==> src/rtl/mips_fetch_if.sv <==
// Fetch-unit bus: instruction-memory req/ready and the issue valid/ack handshake.
// Decoder feedback (control_type, except, jr_target) travels with the ack.
interface mips_fetch_if;
  logic        imem_req;
  logic [31:0] imem_addr;
  logic        imem_ready;
  logic [31:0] imem_rdata;
  logic [31:0] inst;
  logic        inst_valid;
  logic        inst_ack;
  logic [1:0]  control_type;
  logic        except;
  logic [31:0] jr_target;

  modport master (
    output imem_req,
    output imem_addr,
    input  imem_ready,
    input  imem_rdata,
    output inst,
    output inst_valid,
    input  inst_ack,
    input  control_type,
    input  except,
    input  jr_target
  );

  modport slave (
    input  imem_req,
    input  imem_addr,
    output imem_ready,
    output imem_rdata,
    input  inst,
    input  inst_valid,
    output inst_ack,
    output control_type,
    output except,
    output jr_target
  );
endinterface

==> src/rtl/mips_fetch_unit.sv <==
// MIPS fetch / next-PC unit: RST -> FETCH -> ISSUE loop, 2 cycles per inst.
// Define MIPS_FETCH_ALIGN_CHECK_EN to trap misaligned jr targets.
module mips_fetch_unit #(
  parameter logic [31:0] RESET_PC = 32'h0040_0000,
  parameter logic [31:0] EXC_PC   = 32'h8000_0180
) (
  input  logic         clock,
  input  logic         reset,
  mips_fetch_if.master bus,
  output logic [31:0]  pc,
  output logic [31:0]  epc,
  output logic         exc_pulse
);

  typedef enum logic [1:0] {
    RST,
    FETCH,
    ISSUE
  } state_t;

  state_t      state;
  state_t      state_nxt;
  logic [31:0] inst_q;
  logic        req;
  logic        valid;
  logic        load_inst;
  logic        adv_pc;

  logic [31:0] pc4;
  logic [31:0] br_off;
  logic [31:0] br_tgt;
  logic [31:0] j_tgt;
  logic [31:0] next_pc;
  logic        align_exc;
  logic        take_exc;
  logic        is_fall;
  logic        is_br;
  logic        is_j;
  logic        is_jr;

  always_comb begin
    state_nxt = state;
    req       = 1'b0;
    valid     = 1'b0;
    load_inst = 1'b0;
    adv_pc    = 1'b0;
    unique case (state)
      RST: begin
        state_nxt = FETCH;
      end
      FETCH: begin
        req = 1'b1;
        if (bus.imem_ready) begin
          load_inst = 1'b1;
          state_nxt = ISSUE;
        end
      end
      ISSUE: begin
        valid = 1'b1;
        if (bus.inst_ack) begin
          adv_pc    = 1'b1;
          state_nxt = FETCH;
        end
      end
      default: begin
        state_nxt = RST;
      end
    endcase
  end

  assign bus.imem_req   = req;
  assign bus.imem_addr  = pc;
  assign bus.inst_valid = valid;
  assign bus.inst       = inst_q;

  assign pc4    = pc + 32'd4;
  assign br_off = {{14{inst_q[15]}}, inst_q[15:0], 2'b00};
  assign br_tgt = pc4 + br_off;
  assign j_tgt  = {pc4[31:28], inst_q[25:0], 2'b00};

`ifdef MIPS_FETCH_ALIGN_CHECK_EN
  assign align_exc = (bus.control_type == 2'b11) &&
                     (bus.jr_target[1:0] != 2'b00);
`else
  assign align_exc = 1'b0;
`endif

  assign take_exc = bus.except | align_exc;

  // Exception wins, so each control class is masked by it.
  assign is_fall = !take_exc && (bus.control_type == 2'b00);
  assign is_br   = !take_exc && (bus.control_type == 2'b01);
  assign is_j    = !take_exc && (bus.control_type == 2'b10);
  assign is_jr   = !take_exc && (bus.control_type == 2'b11);

  always_comb begin
    next_pc = pc4;
    unique case (1'b1)
      take_exc: next_pc = EXC_PC;
      is_fall:  next_pc = pc4;
      is_br:    next_pc = br_tgt;
      is_j:     next_pc = j_tgt;
      is_jr:    next_pc = bus.jr_target;
      default:  next_pc = pc4;
    endcase
  end

  always_ff @(posedge clock or negedge reset) begin
    if (!reset) begin
      state     <= RST;
      pc        <= RESET_PC;
      inst_q    <= 32'd0;
      epc       <= 32'd0;
      exc_pulse <= 1'b0;
    end else begin
      state     <= state_nxt;
      exc_pulse <= adv_pc & take_exc;
      if (load_inst) begin
        inst_q <= bus.imem_rdata;
      end
      if (adv_pc) begin
        pc <= next_pc;
        if (take_exc) begin
          epc <= pc;
        end
      end
    end
  end

endmodule

==> src/flat_wrapper.sv <==
// flat-port wrapper written by rule: the top's interface ports become plain ports
module mips_fetch_unit_flat 
#(
  parameter logic [31:0] RESET_PC = 32'h0040_0000,
  parameter logic [31:0] EXC_PC   = 32'h8000_0180
)
  (clock, reset, pc, epc, exc_pulse, bus_imem_req, bus_imem_addr, bus_imem_ready, bus_imem_rdata, bus_inst, bus_inst_valid, bus_inst_ack, bus_control_type, bus_except, bus_jr_target);
  mips_fetch_if bus_i ();
  input  logic clock;
  input  logic reset;
  output logic [31:0] pc;
  output logic [31:0] epc;
  output logic exc_pulse;
  output wire logic [$bits(bus_i.imem_req)-1:0] bus_imem_req;
  output wire logic [$bits(bus_i.imem_addr)-1:0] bus_imem_addr;
  input wire logic [$bits(bus_i.imem_ready)-1:0] bus_imem_ready;
  input wire logic [$bits(bus_i.imem_rdata)-1:0] bus_imem_rdata;
  output wire logic [$bits(bus_i.inst)-1:0] bus_inst;
  output wire logic [$bits(bus_i.inst_valid)-1:0] bus_inst_valid;
  input wire logic [$bits(bus_i.inst_ack)-1:0] bus_inst_ack;
  input wire logic [$bits(bus_i.control_type)-1:0] bus_control_type;
  input wire logic [$bits(bus_i.except)-1:0] bus_except;
  input wire logic [$bits(bus_i.jr_target)-1:0] bus_jr_target;
  assign bus_imem_req = bus_i.imem_req;
  assign bus_imem_addr = bus_i.imem_addr;
  assign bus_i.imem_ready = bus_imem_ready;
  assign bus_i.imem_rdata = bus_imem_rdata;
  assign bus_inst = bus_i.inst;
  assign bus_inst_valid = bus_i.inst_valid;
  assign bus_i.inst_ack = bus_inst_ack;
  assign bus_i.control_type = bus_control_type;
  assign bus_i.except = bus_except;
  assign bus_i.jr_target = bus_jr_target;
  mips_fetch_unit #(.RESET_PC(RESET_PC), .EXC_PC(EXC_PC)) u_core (.clock(clock), .reset(reset), .bus(bus_i), .pc(pc), .epc(epc), .exc_pulse(exc_pulse));
endmodule
==> config.mk <==
export PLATFORM = sky130hd
export DESIGN_NAME = mips_fetch_unit_flat
export DESIGN_NICKNAME = d
export VERILOG_FILES = /design/src/rtl/mips_fetch_if.sv /design/src/rtl/mips_fetch_unit.sv /design/src/flat_wrapper.sv
export SDC_FILE = /design/constraint.sdc
export NUM_CORES = 1
export LEC_CHECK = 0
export BUFFER_PORTS_ARGS = -buffer_cell sky130_fd_sc_hd__buf_2
export CORE_MARGIN = 5
export CORE_UTILIZATION = 48
export DETAILED_ROUTE_END_ITERATION = 8
export HOLD_SLACK_MARGIN = 0.03
export PLACE_DENSITY = 0.84
export SKIP_CTS_REPAIR_TIMING = 1
export SLEW_MARGIN = 20
export SYNTH_ARGS = -nofsm -noshare
export SYNTH_HDL_FRONTEND = slang
export SYNTH_SLANG_ARGS = --single-unit
==> constraint.sdc <==
create_clock -name clock -period 3.2 [get_ports clock]
set_input_delay 0.16 -clock clock [delete_from_list [all_inputs] [get_ports clock]]
set_output_delay 0.16 -clock clock [all_outputs]
set_load 0.01 [all_outputs]
* Word level (Yosys, flattened, before mapping) *
Cells that the tools add are included.

operators by class
  $add $sub $neg = 2
  equal/unequal tests = 7
  muxes and demuxes = 10
  bitwise gates (word level) = 1
  reduce and logical (&&, ||, !) cells = 7

operators with widths
  cell                   number
  $pmux 32 s4            1
  $add 32x3->32 const B  1
  $add 32x32->32         1
  $eq 2x2->1 const B     3
  $mux 1                 6
  $pmux 2 s3             1
  $eq 2x1->1 const B     2
  $mux 2                 2
  $ne 2x2->1 const B     2
  $reduce_and 2->1       2
  $logic_and 1x1->1      3
  $logic_not 2->1        1
  $and 1x1->1            1
  $logic_not 1->1        1

storage, ports and cells
  register bits = 99
  input bits = 71
  output and inout bits = 131
  logic and storage cells = 32

* Longest topological paths before layout *
  word-level depth = 3
  mapped depth = 16
  gate-level depth less buffers = 15

* Worst setup path after synthesis *
Ideal clock, no wire load.

  path type = reg-to-reg
  start point = register u_core.pc[7], in the netlist u_core.bus.imem_addr[7]
  end point = register u_core.pc[31], in the netlist u_core.bus.imem_addr[31]
  setup time = 0.123 ns
  data arrival time = 3.467 ns
  data required time = 3.077 ns
  path slack = -0.390 ns
  cell stages (with the launch flop) = 15
  buffers on the path = 2
  period minus slack after synthesis = 3.590 ns
  path through = dfrtp_1 > buf_2 > nand4_2 > or4_4 > buf_6 > nor4_1 > nand3_1 > xnor2_1 > ha_1 > and3_1 > a2111oi_0 > a211oi_1 > a41oi_1 > xnor2_1 > o2bb2ai_1

on the way
  word-level cells in the longest chain between the ends = 3

RTL lines
  element                   line                    text
  start: declaration        mips_fetch_unit.sv:10   output logic [31:0] pc,
  start signal: assignment  mips_fetch_unit.sv:122  pc <= next_pc;
  $add 32x3->32 (*)         mips_fetch_unit.sv:76   assign pc4 = pc + 32'd4;
  $add 32x32->32            mips_fetch_unit.sv:78   assign br_tgt = pc4 + br_off;
  $pmux 32 s4 (*)           mips_fetch_unit.sv:98   unique case (1'b1)

Every way passes the cells marked *; elsewhere a longest branch is shown, timed or not.
A chain may end at the register's enable or synchronous reset.

* Final worst setup path *
  start point = register u_core.pc[3], in the netlist u_core.bus.imem_addr[3]
  end point = register u_core.pc[18], in the netlist u_core.bus.imem_addr[18]

Same word-level chain as after synthesis.

==> results.tsv <==
stage	metric	value	unit
cts	cts_buffers	9	
cells_and_area	antenna_cells	0	
flow_run	max_cap_violations	0	
logic_synthesis	synthArstFlopShare	100	%
cts	clk-insertion-delay-late	0.36	ns
routing	drt_iter0_drc	748	
cts	cts_sinks	99	
power_and_ir_drop	p_sw_share	46.7	%
hold_path	hp-class	input port to flop	
placed_design	gp_congestion	1.02	
global_route	grt_pass1_wl	36500	um
floorplan	die_area	17600	um^2
critical_path	r2r_end	u_core.bus.imem_addr[18]	
global_route	grt_pass1_vias	6770	
logic_synthesis	seq_area_frac_synth	34.4	%
placed_design	hpwlAfterDp	18400	um
floorplan	core	14600	um^2
cts	cts_max_level	3	
critical_path	crit_chain	ha_2 > nand4_1 > nor3_2 > buf_4 > xnor2_2 > ha_1 > buf_4 > and2_1 > buf_4 > o2111ai_1 > a41oi_2 > or3_1 > a31o_2 > o221a_2	
power_and_ir_drop	p_sw	0.00554	W
logic_synthesis	syn-instance-count	816	
timing	timing_hold_violations_final	0	
cells_and_area	fin_nets	1185	
timing	maxSlewViolCount	0	
logic_synthesis	ys.warnings.count	0	
power_and_ir_drop	p_seq_share	20.1	%
cells_and_area	area_delta_synth_final	38.0	%
floorplan	initial_core_util	49.2	%
logic_synthesis	synth-edff-count	0	
cells_and_area	layout_commonest_cell	buf_2	
power_and_ir_drop	combPwrFrac	70.4	%
critical_path	endpoint_kind	flop	
global_route	grt_usage	25.8	%
placed_design	port-buffer-count	201	
placed_design	placed_cells	1238	
power_and_ir_drop	power	0.0119	W
global_route	antenna_found_initial	0	
routing	remaining_drc_errors	0	
timing	setup_ws	-0.137	ns
status	status	finished, violations left	
routing	via_per_inst	5.89	
critical_path	rr_worst_depth	14	
critical_path	critPathLaunchType	flop	
critical_path	arrival	3.58	ns
placed_design	placed_cell_area	8960	um^2
cells_and_area	final_cells	1271	
power_and_ir_drop	peakVddDrop	579	uV
power_and_ir_drop	leakagePower	4.67	nW
power_and_ir_drop	p_per_area	1190	nW/um^2
timing	grt_setup_unrepaired	true	
critical_path	critical_path.max_fanout	3	
floorplan	die_height	133	um
floorplan	core.rowCount	44	
timing	skew	0.0119	ns
routing	wl_per_cell	19.3	um
floorplan	die_w	133	um
cells_and_area	fin_util	67.9	%
critical_path	worst_path_max_delay_cell	dfrtp_1	
routing	postRouteAntennaNets	0	
cells_and_area	layout_common_cells	buf_2 (200), buf_4 (125), dfrtp_1 (98)	
logic_synthesis	synth_flop_cell	dfrtp_1	
timing	finalCritPeriodShare	104	%
logic_synthesis	synth_nets	919	
power_and_ir_drop	p_clk_share	9.5	%
logic_synthesis	synth-seq-cells	99	
critical_path	max_stage_delay	0.39	ns
global_route	grt-ovfl-total	0	
routing	num_vias	7489	
cells_and_area	nFillCells	1171	
cts	clkTransAtPathRegs	0.08	ns
logic_synthesis	synth.avg_cell_area	8.84	um^2
timing	relSlewSlack	29.5	%
cts	root_buffer	clkbuf_16	
status	violations	setup timing	
cts	clock_path_buffers	2	
critical_path	r2r-start	u_core.bus.imem_addr[3]	
timing	tightestPinTransition	1.06	ns
logic_synthesis	ys_types	72	
timing	hold_ws	0.0186	ns
routing	totalWireLength	24500	um
critical_path	cp.required	3.44	ns
cells_and_area	postLayoutCellArea	9950	um^2
cts	tritoncts	done	
routing	drt_first_pass_iters	6	
power_and_ir_drop	p_int	0.00632	W
floorplan	io_pins	202	
global_route	grt_max_degree	53	
hold_path	hold_path_depth	2	
critical_path	reg2reg_slack	-0.14	ns
hold_path	holdCritStartpoint	bus_imem_rdata[26]	
cells_and_area	drive_above_1_share	46.4	%
timing	setup_viol	13	
hold_path	hold_end	u_core.bus.inst[26]	
logic_synthesis	synth.cell_area	7210	um^2
critical_path	cpMostUsedCell	buf_4	
critical_path	crit_type	flop to flop	
timing	fmax	300	MHz
timing	min_period	3.34	ns
==> cell usage after synthesis, drive strengths merged, types with 5 or more instances <==
| cell | count | area [um^2] |
|---|---|---|
| a21oi | 91 | 455 |
| nand2b | 6 | 37.5 |
| or3 | 7 | 48.8 |
| xnor2 | 31 | 272 |
| and3 | 6 | 37.5 |
| inv | 31 | 116 |
| buf | 36 | 264 |
| mux2 | 60 | 676 |
| nor3 | 14 | 70.1 |
| dfrtp | 98 | 2450 |
| nor2 | 47 | 176 |
| o21ai | 60 | 300 |
| a211oi | 8 | 60.1 |
| xor2 | 14 | 123 |
| o21a | 14 | 105 |
| mux2i | 5 | 50.1 |
| ha | 31 | 388 |
| a21o | 6 | 45.0 |
| a22oi | 6 | 45.0 |
| nand3 | 22 | 110 |
| nand4 | 17 | 113 |
| clkbuf | 41 | 154 |
| a31oi | 6 | 37.5 |
| nor2b | 17 | 106 |
| nand2 | 63 | 236 |
| o22ai | 5 | 31.3 |
==> registers in the layout, summed over array words and instances (netlist names) <==
register              flops
u_core.bus.imem_addr     32
u_core.bus.inst          32
u_core.epc               32
u_core.exc_pulse          1
u_core.state              2
==> worst max path at each step <==
stage                                  start                       end  slack [ns]  depth (start not counted)
floorplan            u_core.bus.imem_addr[7]  u_core.bus.imem_addr[30]       -0.12                         15
global placement     u_core.bus.imem_addr[8]  u_core.bus.imem_addr[31]       -0.14                         11
detailed placement  u_core.bus.imem_addr[16]  u_core.bus.imem_addr[31]       -0.24                         12
CTS                  u_core.bus.imem_addr[8]  u_core.bus.imem_addr[31]       -0.25                         12
global route         u_core.bus.imem_addr[3]  u_core.bus.imem_addr[29]       -0.32                         15
finish               u_core.bus.imem_addr[3]  u_core.bus.imem_addr[18]       -0.14                         14
==> critical path: cells and delay by family, from the launching register on <==
family | cells | cell delay (ns)
flip-flops | 1 | 0.39
adder cells (fa/ha/maj) | 2 | 0.52
XOR/XNOR | 1 | 0.15
AND/OR/NAND/NOR | 4 | 0.94
buffers and inverters | 3 | 0.46
AO/OA/AOI/OAI | 4 | 0.72
==> metrics by stage <==
| stage | TNS (ns) | worst slack (ns) |
|---|---|---|
| after floorplan | -0.396 | -0.122 |
| after detailed placement | -1.48 | -0.238 |
| after global routing | -3.74 | -0.323 |
| after global placement | -0.961 | -0.143 |
| after CTS | -1.93 | -0.247 |
| final | -0.997 | -0.137 |
==> power by group through the flow <==
stage	logic (W)	registers, W	clock network, W
final	0.00835	0.00239	0.00112
after detailed placement	0.00726	0.00237	0
after floorplan	0.00421	0.00267	0
after CTS	0.00730	0.00235	0.00113
after global routing	0.00897	0.00248	0.00117
after global placement	0.00719	0.00234	0
==> layout make-up <==
cell class	instances	area (um^2)	area share, %
multi-input cells	609	4790	48.2
flip-flops and latches	99	2480	24.9
repair buffers	332	2020	20.3
well taps	184	230	2.31
clock buffers	9	225	2.26
inverters	31	116	1.17
clock inverters	7	83.8	0.843
==> layer usage <==
metal / share of wire (%) / vias to the layer above / global-route usage, %
met2: 44 / 416 / 38.3
met3: 9.2 / 55 / 4.02
li1: - / 3466 / -
met4: 3.1 / 0 / 8.78
met1: 44 / 3552 / 38.2
met5: 0 / - / 0
==> cells by family after synthesis <==
kind of cell / synth area share [%]
adders and majority gates: 5.66
muxes: 10.7
xor gates and xnor gates: 5.47
DFF: 34.4
AOI/OAI and AO/OA: 20.9
and+or+nand+nor: 15.5
buffers and inverters: 7.41
(Power assumes the default switching activity.)
